==> src/rtl/gcd_pkg.sv <==
// Shared types for the GCD driver: operand width, FSM state encoding and
// the operand pair carried through the driver's input FIFO.
package gcd_pkg;

    localparam int GCD_W = 16;

    typedef enum logic [1:0] {
        IDLE = 2'd0,
        LOAD = 2'd1,
        RUN  = 2'd2,
        DONE = 2'd3
    } gcd_drv_state_t;

    typedef struct packed {
        logic [GCD_W-1:0] x;
        logic [GCD_W-1:0] y;
    } gcd_pair_t;

endpackage

==> src/rtl/gcd_drv_fifo.sv <==
// Operand-pair FIFO for gcd_driver. Synchronous read/write, one extra
// pointer bit distinguishes full from empty. Pushes while full and pops
// while empty are dropped, so the storage is never corrupted. Read data is
// the word at the read pointer; a word written at one edge becomes visible
// for popping only after that edge (no write-to-read bypass).
module gcd_drv_fifo
    import gcd_pkg::*;
#(
    parameter int DEPTH = 4
) (
    input  logic      clk,
    input  logic      rst,
    input  logic      push,
    input  logic      pop,
    input  gcd_pair_t wr_data,
    output gcd_pair_t rd_data,
    output logic      full,
    output logic      empty
);

    localparam int AW = (DEPTH > 1) ? $clog2(DEPTH) : 1;

    logic [AW:0] wr_ptr;
    logic [AW:0] rd_ptr;
    gcd_pair_t   mem [DEPTH];
    logic        do_push;
    logic        do_pop;

    assign empty   = (wr_ptr == rd_ptr);
    assign full    = (wr_ptr[AW] != rd_ptr[AW]) && (wr_ptr[AW-1:0] == rd_ptr[AW-1:0]);
    assign do_push = push && !full;
    assign do_pop  = pop && !empty;
    assign rd_data = mem[rd_ptr[AW-1:0]];

    // Pointer update; both wrap naturally since DEPTH is a power of two.
    always_ff @(posedge clk or posedge rst) begin
        if (rst) begin
            wr_ptr <= '0;
            rd_ptr <= '0;
        end else begin
            if (do_push) wr_ptr <= wr_ptr + 1'b1;
            if (do_pop)  rd_ptr <= rd_ptr + 1'b1;
        end
    end

    // Storage write; contents need no reset because the pointers gate reads.
    always_ff @(posedge clk) begin
        if (do_push) mem[wr_ptr[AW-1:0]] <= wr_data;
    end

endmodule

==> src/rtl/gcd_driver.sv <==
// gcd_driver: feeds operand pairs from a valid/ready stream into a GCD core
// using the core's start/rdy protocol and returns results on a valid/ready
// output stream. One transaction is in flight at a time; further pairs wait
// in gcd_drv_fifo.
// Optional feature: define GCD_DRV_TIMEOUT_EN to abort runs that exceed
// TIMEOUT cycles (result 0 with out_err=1, and a one-cycle core_rst pulse).
// W is expected to match gcd_pkg::GCD_W, the width of the FIFO pair.
//
// State | Meaning
// IDLE  | waiting for a queued pair; pops and registers it onto core_xi/yi
// LOAD  | core_start low, operands stable for LOAD_CYC cycles
// RUN   | core_start high, waiting for core_rdy (or timeout when enabled)
// DONE  | result held on out_gcd/out_err until out_valid & out_ready
module gcd_driver
    import gcd_pkg::*;
#(
    parameter int W        = GCD_W,
    parameter int DEPTH    = 4,
    parameter int LOAD_CYC = 2,
    parameter int TIMEOUT  = 1024
) (
    input  logic         clk,
    input  logic         rst,
    input  logic         in_valid,
    output logic         in_ready,
    input  logic [W-1:0] in_x,
    input  logic [W-1:0] in_y,
    output logic [W-1:0] core_xi,
    output logic [W-1:0] core_yi,
    output logic         core_start,
    output logic         core_rst,
    input  logic         core_rdy,
    input  logic [W-1:0] core_xo,
    output logic         out_valid,
    input  logic         out_ready,
    output logic [W-1:0] out_gcd,
    output logic         out_err
);

    localparam int             LCW       = $clog2(LOAD_CYC + 1);
    localparam logic [LCW-1:0] LOAD_INIT = LCW'(LOAD_CYC - 1);

    gcd_drv_state_t state, state_n;
    logic [LCW-1:0] load_cnt, load_cnt_n;
    logic [W-1:0]   xi_n, yi_n, gcd_n;
    logic           start_n, valid_n, crst_n;
    logic           in_en;
    logic           fifo_full, fifo_empty, fifo_pop, fifo_push;
    gcd_pair_t      wr_pair, rd_pair;

`ifdef GCD_DRV_TIMEOUT_EN
    localparam int            TW      = $clog2(TIMEOUT + 1);
    localparam logic [TW-1:0] TO_INIT = TW'(TIMEOUT - 1);

    logic [TW-1:0] to_cnt, to_cnt_n;
    logic          err_q, err_n;

    assign out_err = err_q;
`else
    assign out_err = 1'b0;
`endif

    // in_en keeps in_ready low through reset without a path from rst itself.
    assign in_ready  = in_en && !fifo_full;
    assign fifo_push = in_valid && in_ready;
    assign wr_pair.x = GCD_W'(in_x);
    assign wr_pair.y = GCD_W'(in_y);

    gcd_drv_fifo #(
        .DEPTH (DEPTH)
    ) u_fifo (
        .clk     (clk),
        .rst     (rst),
        .push    (fifo_push),
        .pop     (fifo_pop),
        .wr_data (wr_pair),
        .rd_data (rd_pair),
        .full    (fifo_full),
        .empty   (fifo_empty)
    );

    // State register and all registered outputs.
    always_ff @(posedge clk or posedge rst) begin
        if (rst) begin
            state      <= IDLE;
            load_cnt   <= '0;
            core_xi    <= '0;
            core_yi    <= '0;
            core_start <= 1'b0;
            core_rst   <= 1'b1;
            out_valid  <= 1'b0;
            out_gcd    <= '0;
            in_en      <= 1'b0;
`ifdef GCD_DRV_TIMEOUT_EN
            to_cnt     <= '0;
            err_q      <= 1'b0;
`endif
        end else begin
            state      <= state_n;
            load_cnt   <= load_cnt_n;
            core_xi    <= xi_n;
            core_yi    <= yi_n;
            core_start <= start_n;
            core_rst   <= crst_n;
            out_valid  <= valid_n;
            out_gcd    <= gcd_n;
            in_en      <= 1'b1;
`ifdef GCD_DRV_TIMEOUT_EN
            to_cnt     <= to_cnt_n;
            err_q      <= err_n;
`endif
        end
    end

    // Next-state and next-output logic; counters are down-counters that
    // finish on reaching zero.
    always_comb begin
        state_n    = state;
        load_cnt_n = load_cnt;
        xi_n       = core_xi;
        yi_n       = core_yi;
        start_n    = core_start;
        valid_n    = out_valid;
        gcd_n      = out_gcd;
        crst_n     = 1'b0;
        fifo_pop   = 1'b0;
`ifdef GCD_DRV_TIMEOUT_EN
        to_cnt_n   = to_cnt;
        err_n      = err_q;
`endif
        case (state)
            IDLE: begin
                start_n = 1'b0;
                if (!fifo_empty) begin
                    fifo_pop   = 1'b1;
                    xi_n       = W'(rd_pair.x);
                    yi_n       = W'(rd_pair.y);
                    load_cnt_n = LOAD_INIT;
                    state_n    = LOAD;
                end
            end
            LOAD: begin
                // core_rdy is not looked at here: the core drops stale rdy
                // while start is low.
                start_n = 1'b0;
                if (load_cnt == '0) begin
                    start_n = 1'b1;
                    state_n = RUN;
`ifdef GCD_DRV_TIMEOUT_EN
                    to_cnt_n = TO_INIT;
`endif
                end else begin
                    load_cnt_n = load_cnt - LCW'(1);
                end
            end
            RUN: begin
                start_n = 1'b1;
                if (core_rdy) begin
                    gcd_n   = core_xo;
                    valid_n = 1'b1;
                    start_n = 1'b0;
                    state_n = DONE;
`ifdef GCD_DRV_TIMEOUT_EN
                    err_n   = 1'b0;
                end else if (to_cnt == '0) begin
                    gcd_n   = '0;
                    err_n   = 1'b1;
                    valid_n = 1'b1;
                    start_n = 1'b0;
                    crst_n  = 1'b1;
                    state_n = DONE;
                end else begin
                    to_cnt_n = to_cnt - TW'(1);
`endif
                end
            end
            DONE: begin
                start_n = 1'b0;
                if (out_valid && out_ready) begin
                    valid_n = 1'b0;
                    state_n = IDLE;
                end
            end
            default: begin
                start_n = 1'b0;
                valid_n = 1'b0;
                state_n = IDLE;
            end
        endcase
    end

endmodule

==> config.mk <==
export PLATFORM = sky130hd
export DESIGN_NAME = gcd_driver
export DESIGN_NICKNAME = d
export VERILOG_FILES = /design/src/rtl/gcd_pkg.sv /design/src/rtl/gcd_drv_fifo.sv /design/src/rtl/gcd_driver.sv
export SDC_FILE = /design/constraint.sdc
export NUM_CORES = 1
export LEC_CHECK = 0
export CAP_MARGIN = 20
export CORE_MARGIN = 1
export CORE_UTILIZATION = 30
export CTS_BUF_LIST = sky130_fd_sc_hd__clkbuf_8
export DETAILED_ROUTE_END_ITERATION = 16
export HOLD_SLACK_MARGIN = 0.1
export PLACE_DENSITY = 0.47
export SKIP_CTS_REPAIR_TIMING = 1
export SLEW_MARGIN = 20
export SYNTH_ARGS = -nofsm -noshare
export SYNTH_HDL_FRONTEND = slang
export SYNTH_SLANG_ARGS = --single-unit
==> constraint.sdc <==
create_clock -name clk -period 3.1 [get_ports clk]
set_input_delay 0.62 -clock clk [delete_from_list [all_inputs] [get_ports clk]]
set_output_delay 0.62 -clock clk [all_outputs]
set_load 0.05 [all_outputs]
Word-level counts from Yosys, hierarchy flattened:

Memories as Yosys holds them, arrays and structs flattened. A register that Yosys moved wholly into a read port is not among the register bits.
Cells that the tools add are included.

* bits in registers: 30
* bits in writable memories: 128
* memories kept: 1

Memories
* u_fifo.mem: depth 4, bits a word 32, rd ports 1, clocked after memory_dff 1, wr ports 1, line gcd_drv_fifo.sv:25 `gcd_pair_t mem [DEPTH];`

* $add $sub $neg: 3
* equality and inequality tests: 11
* mux-type cells: 17
* bitwise operators: 1
* reductions and logical operators: 18

Operators with widths (number)
* 2-bit 2-to-1 mux: 5
* 2-bit != test, second input constant: 5
* 1-bit 2-to-1 mux: 8
* 2-bit one-hot mux with 4 select lines: 1
* 3-bit by 1-bit adder with 3-bit output, second input constant: 2
* 1-bit logical AND: 6
* 3-bit AND reduction: 2
* 2-bit == test, second input constant: 2
* 2-bit logical NOT: 2
* 2-bit one-hot mux with 2 select lines: 1
* 2-bit AND reduction: 2
* 4-bit AND reduction: 1
* 2-bit nonzero test: 2
* 3-bit == test: 1
* 1-bit one-hot mux with 3 select lines: 1
* 2-bit by 1-bit == test with 1-bit output, second input constant: 1
* 2-bit == test: 1
* 1-bit logical NOT: 2
* 1-bit one-hot mux with 2 select lines: 1
* 2-bit OR reduction: 1
* 2-bit by 1-bit subtractor with 2-bit output, second input constant: 1
* 1-bit != test: 1
* 1-bit NOT: 1

Depth between registers and ports, before layout:

* depth after elaboration: 8
* mapped depth: 6
* gate-level depth less buffers: 5

Cells and area by module:

A second synthesis with hierarchy kept.

* cells, all modules: 364
* area, all modules: 7404.6 sq um

By module, submodules not included
* gcd_drv_fifo: times used 1, cells each 217, area each 5139.9 sq um, seq. area each 3993.8 sq um
* gcd_driver: times used 1, cells each 147, area each 2264.7 sq um, seq. area each 1402.6 sq um

Worst setup path after synthesis:

Ideal clock, no wire load.

* path kind: flip-flop to flip-flop
* start: register u_fifo.rd_ptr[0]
* end: memory u_fifo.mem[3][0] (netlist name) (enable)
* library setup time: 0.394 ns
* arrival: 1.906 ns
* required time: 2.706 ns
* slack: 0.800 ns
* cell stages (with the launch flop): 5
* path buffers: 1
* clock period less this slack: 2.300 ns
* cell sequence: dfrtp_1 -> buf_6 -> xnor2_1 -> a31oi_1 -> and2_1

* longest elaborated chain between the ends: 8

RTL lines
* start: declaration: line gcd_drv_fifo.sv:24 `logic [AW:0] rd_ptr;`
* start signal: assignment: line gcd_drv_fifo.sv:42 `if (do_pop) rd_ptr <= rd_ptr + 1'b1;`
* 2-bit == test *: line gcd_drv_fifo.sv:30 `assign full = (wr_ptr[AW] != rd_ptr[AW]) && (wr_ptr[AW-1:0] == rd_ptr[AW-1:0]);`
* 1-bit logical AND *: line gcd_drv_fifo.sv:30
* 1-bit logical NOT *: line gcd_drv_fifo.sv:31, gcd_driver.sv:64
* 1-bit logical AND: line gcd_driver.sv:64 `assign in_ready = in_en && !fifo_full;`
* 1-bit logical AND: line gcd_driver.sv:65 `assign fifo_push = in_valid && in_ready;`
* 1-bit logical AND *: line gcd_drv_fifo.sv:31 `assign do_push = push && !full;`
* 1-bit 2-to-1 mux *: line gcd_drv_fifo.sv:48 `if (do_push) mem[wr_ptr[AW-1:0]] <= wr_data;`
* 1-bit 2-to-1 mux (implied by the code) *: line gcd_drv_fifo.sv:48
* end: declaration: line gcd_drv_fifo.sv:25

Every way passes the cells marked *; elsewhere a longest branch is shown, timed or not.

Worst setup path after layout:

* start: register core_rst
* end: output core_rst

RTL lines
* start: declaration: line gcd_driver.sv:31 `output logic core_rst,`
* start signal: assignment: line gcd_driver.sv:104 `core_rst <= crst_n;`

No word-level cell between the ends.

==> results.yml <==
timing:
  max_slew.worst_pin.slew_ns: 0.6426
  hold_violations: 0
  finClkSkew_ns: 0.02104
  rsz0062_at_grt: "no"
  period_minus_slack_ns: 2.381
  max_freq_ghz: 0.4201
  whs_ns: 0.4960
  finalCritPeriodShare: 0.7679
  final-setup-viol-count: 0
  relSlewSlack: 0.5706
  drv_slew: 0
  setup_ws_ns: 0.7195
  setup_tns_ns: 0
run:
  cap_violations: 0
route:
  firstDrtPassIters: 4
  vias: 3476
  wl_per_cell_um: 17.29
  drcViolationCount: 0
  ant_nets: 0
  routed_wl_mm: 13.92
  vias_per_cell: 4.318
  drtIter0Drc: 158
floorplan:
  fp.dieH_um: 157.8
  core_um2: 23610
  core.rowCount: 56
  dieArea_um2: 24890
  initial_core_util: 0.3083
  io_pins: 106
  die_w_um: 157.8
synthesis:
  avgSynthCellArea_um2: 20.86
  ys_ff_latch: 190
  yosys-top-cells-area: "edfxtp_1 (53%), dfrtp_1 (21%), mux4_2 (9.9%)"
  yosysWarnings: 0
  yosysMostFrequentCell: "edfxtp_1"
  synth_top_area_frac: 0.5280
  synth_ff_type: "edfxtp_1"
  yosysSeqAreaShare: 0.7413
  synth_edf_count: 128
  synth_largest_area_cell: "edfxtp_1"
  syn_inst: 349
  synthTopCellsByCount: "edfxtp_1 (128), dfrtp_1 (61), mux2_2 (40)"
  yosysUniqueCellTypes: 30
  synthArstFlopShare: 0.3263
  syn-cell-area_um2: 7279
power_and_ir_drop:
  sequentialPowerShare: 0.393
  p_sw_frac: 0.3861
  power_per_cell_area_nw_per_um2: 1023
  ir_drop_uv: 438.2
  internal-power_mw: 5.730
  total_power_mw: 9.333
  switching_power_mw: 3.603
  p_comb_frac: 0.444
  p_leak_nw: 3.268
  p_clk_frac: 0.164
place:
  dp_slack_ns: 0.5835
  dp_hpwl_mm: 8.883
  io_buffers: 104
  place.gp.congestion: 0.6774
critical_path:
  arrival_ns: 1.76
  crit_buf_inv: 1
  crit_path_cell_trace: "clkdlybuf4s50_1"
  worstSetupEndpointType: "output port"
  path_class: "reg -> out"
  worstSetupStartpointType: "flop"
  slowest_stage: "clkdlybuf4s50_1"
  crit_fanout: 1
  slowest_delay_ns: 0.79
  required_ns: 2.48
  critPathTopFamily: "buffers and inverters"
finish:
  final_nets: 537
  drive_above_1_share: 0.2819
  area_growth_pct: 25.39
  num_antenna_cells: 0
  nFillCells: 2173
  register_area_um2: 5399
  multi_input_area_um2: 1770
global_routing:
  grt-ovfl-total: 0
  grt_use_total: 0.1203
  antenna_found_initial: 0
  grt_pass1_wl_mm: 21.89
  grt_max_degree: 63
  grt_pass1_vias: 3836
clocking:
  htreeDepth: 4
  clk_root_buffer_cell: "clkbuf_8"
  cts_tree: "done"
  cts_made_buffers: 17
  insertion_delay_ns: 0.45
  cts_buffer_depth: 2
  cts_num_sinks: 190
  clk_pin_slew_ns: 0.10
worst_hold_path:
  hp-class: "reg -> reg"
outcome:
  status: "complete, no violations"
-- power groups by stage --
stage	logic, mW	registers (mW)	clock network, mW
after floorplan	1.87	4.82	0
after global placement	4.19	3.71	0
after detailed placement	4.21	3.73	0
after CTS	4.23	3.68	1.60
after global routing	4.42	3.75	1.69
final	4.14	3.67	1.53
-- cells in the final DEF, fill, tap and decap left out, types with 5 or more instances in the layout --
cell / netlist / final
ha_1: 11 / 11
mux2_4: 10 / 10
inv_1: 9 / 8
clkdlybuf4s50_1: 0 / 103
edfxtp_1: 128 / 128
nand2_1: 7 / 7
clkbuf_8: 0 / 18
nor2_1: 5 / 5
buf_4: 1 / 13
dfrtp_1: 61 / 59
mux4_2: 32 / 32
xnor2_1: 5 / 5
mux2_2: 40 / 40
-- area by class of cell --
cell class,count,area share
timing repair buffer,117,0.1258
tap,319,0.04373
multi-input combinational,138,0.1940
clock buffer,18,0.02714
inverter,9,0.003838
sequential,190,0.5915
clock inverter,14,0.01398
-- path summary, 6_finish.rpt --
kind	start	end	slack (ns)	depth (start not counted)
min in group asynchronous	rst	out_gcd[2]	0.56	3
max	core_rst	core_rst	0.72	1
max in group asynchronous	rst	core_rst	2.24	3
max reg2reg	u_fifo.rd_ptr[0]	u_fifo.mem[3][9]	0.98	4
min	load_cnt[1]	load_cnt[1]	0.50	1
min reg2reg	load_cnt[1]	load_cnt[1]	0.50	1
-- per-layer routing --
| metal | vias to the layer above | wire [um] | track usage |
|---|---|---|---|
| met5 | - | 0 | 0 |
| met4 | 0 | 136 | 0.03606 |
| met3 | 7 | 732 | 0.03367 |
| met2 | 101 | 6557 | 0.1949 |
| met1 | 1777 | 6488 | 0.1563 |
| li1 | 1591 | - | - |
-- registers in the layout (all words and copies together) (netlist names) --
signal         flops
core_rst           1
core_start         1
core_xi           16
core_yi           16
in_en              1
load_cnt           2
out_gcd           16
out_valid          1
state              2
u_fifo.mem       128
u_fifo.rd_ptr      3
u_fifo.wr_ptr      3
-- cell families after synthesis --
family                   synth area share
XOR/XNOR                          0.01306
buffers and inverters             0.01667
adder cells (fa/ha/maj)           0.01891
AO/OA/AOI/OAI                     0.01066
other                            0.001032
flip-flops                         0.7413
multiplexers                       0.1843
AND/OR/NAND/NOR                   0.01409
-- stage by stage --
stage,area (um2),std cells,util
6_report,9128,805,0.3866
5_1_grt,9128,805,0.3866
4_1_cts,9128,805,0.3866
3_5_place_dp,8752,773,0.3707
3_3_place_gp,8752,773,0.3707
2_1_floorplan,7283,350,-
(Power assumes the default switching activity.)
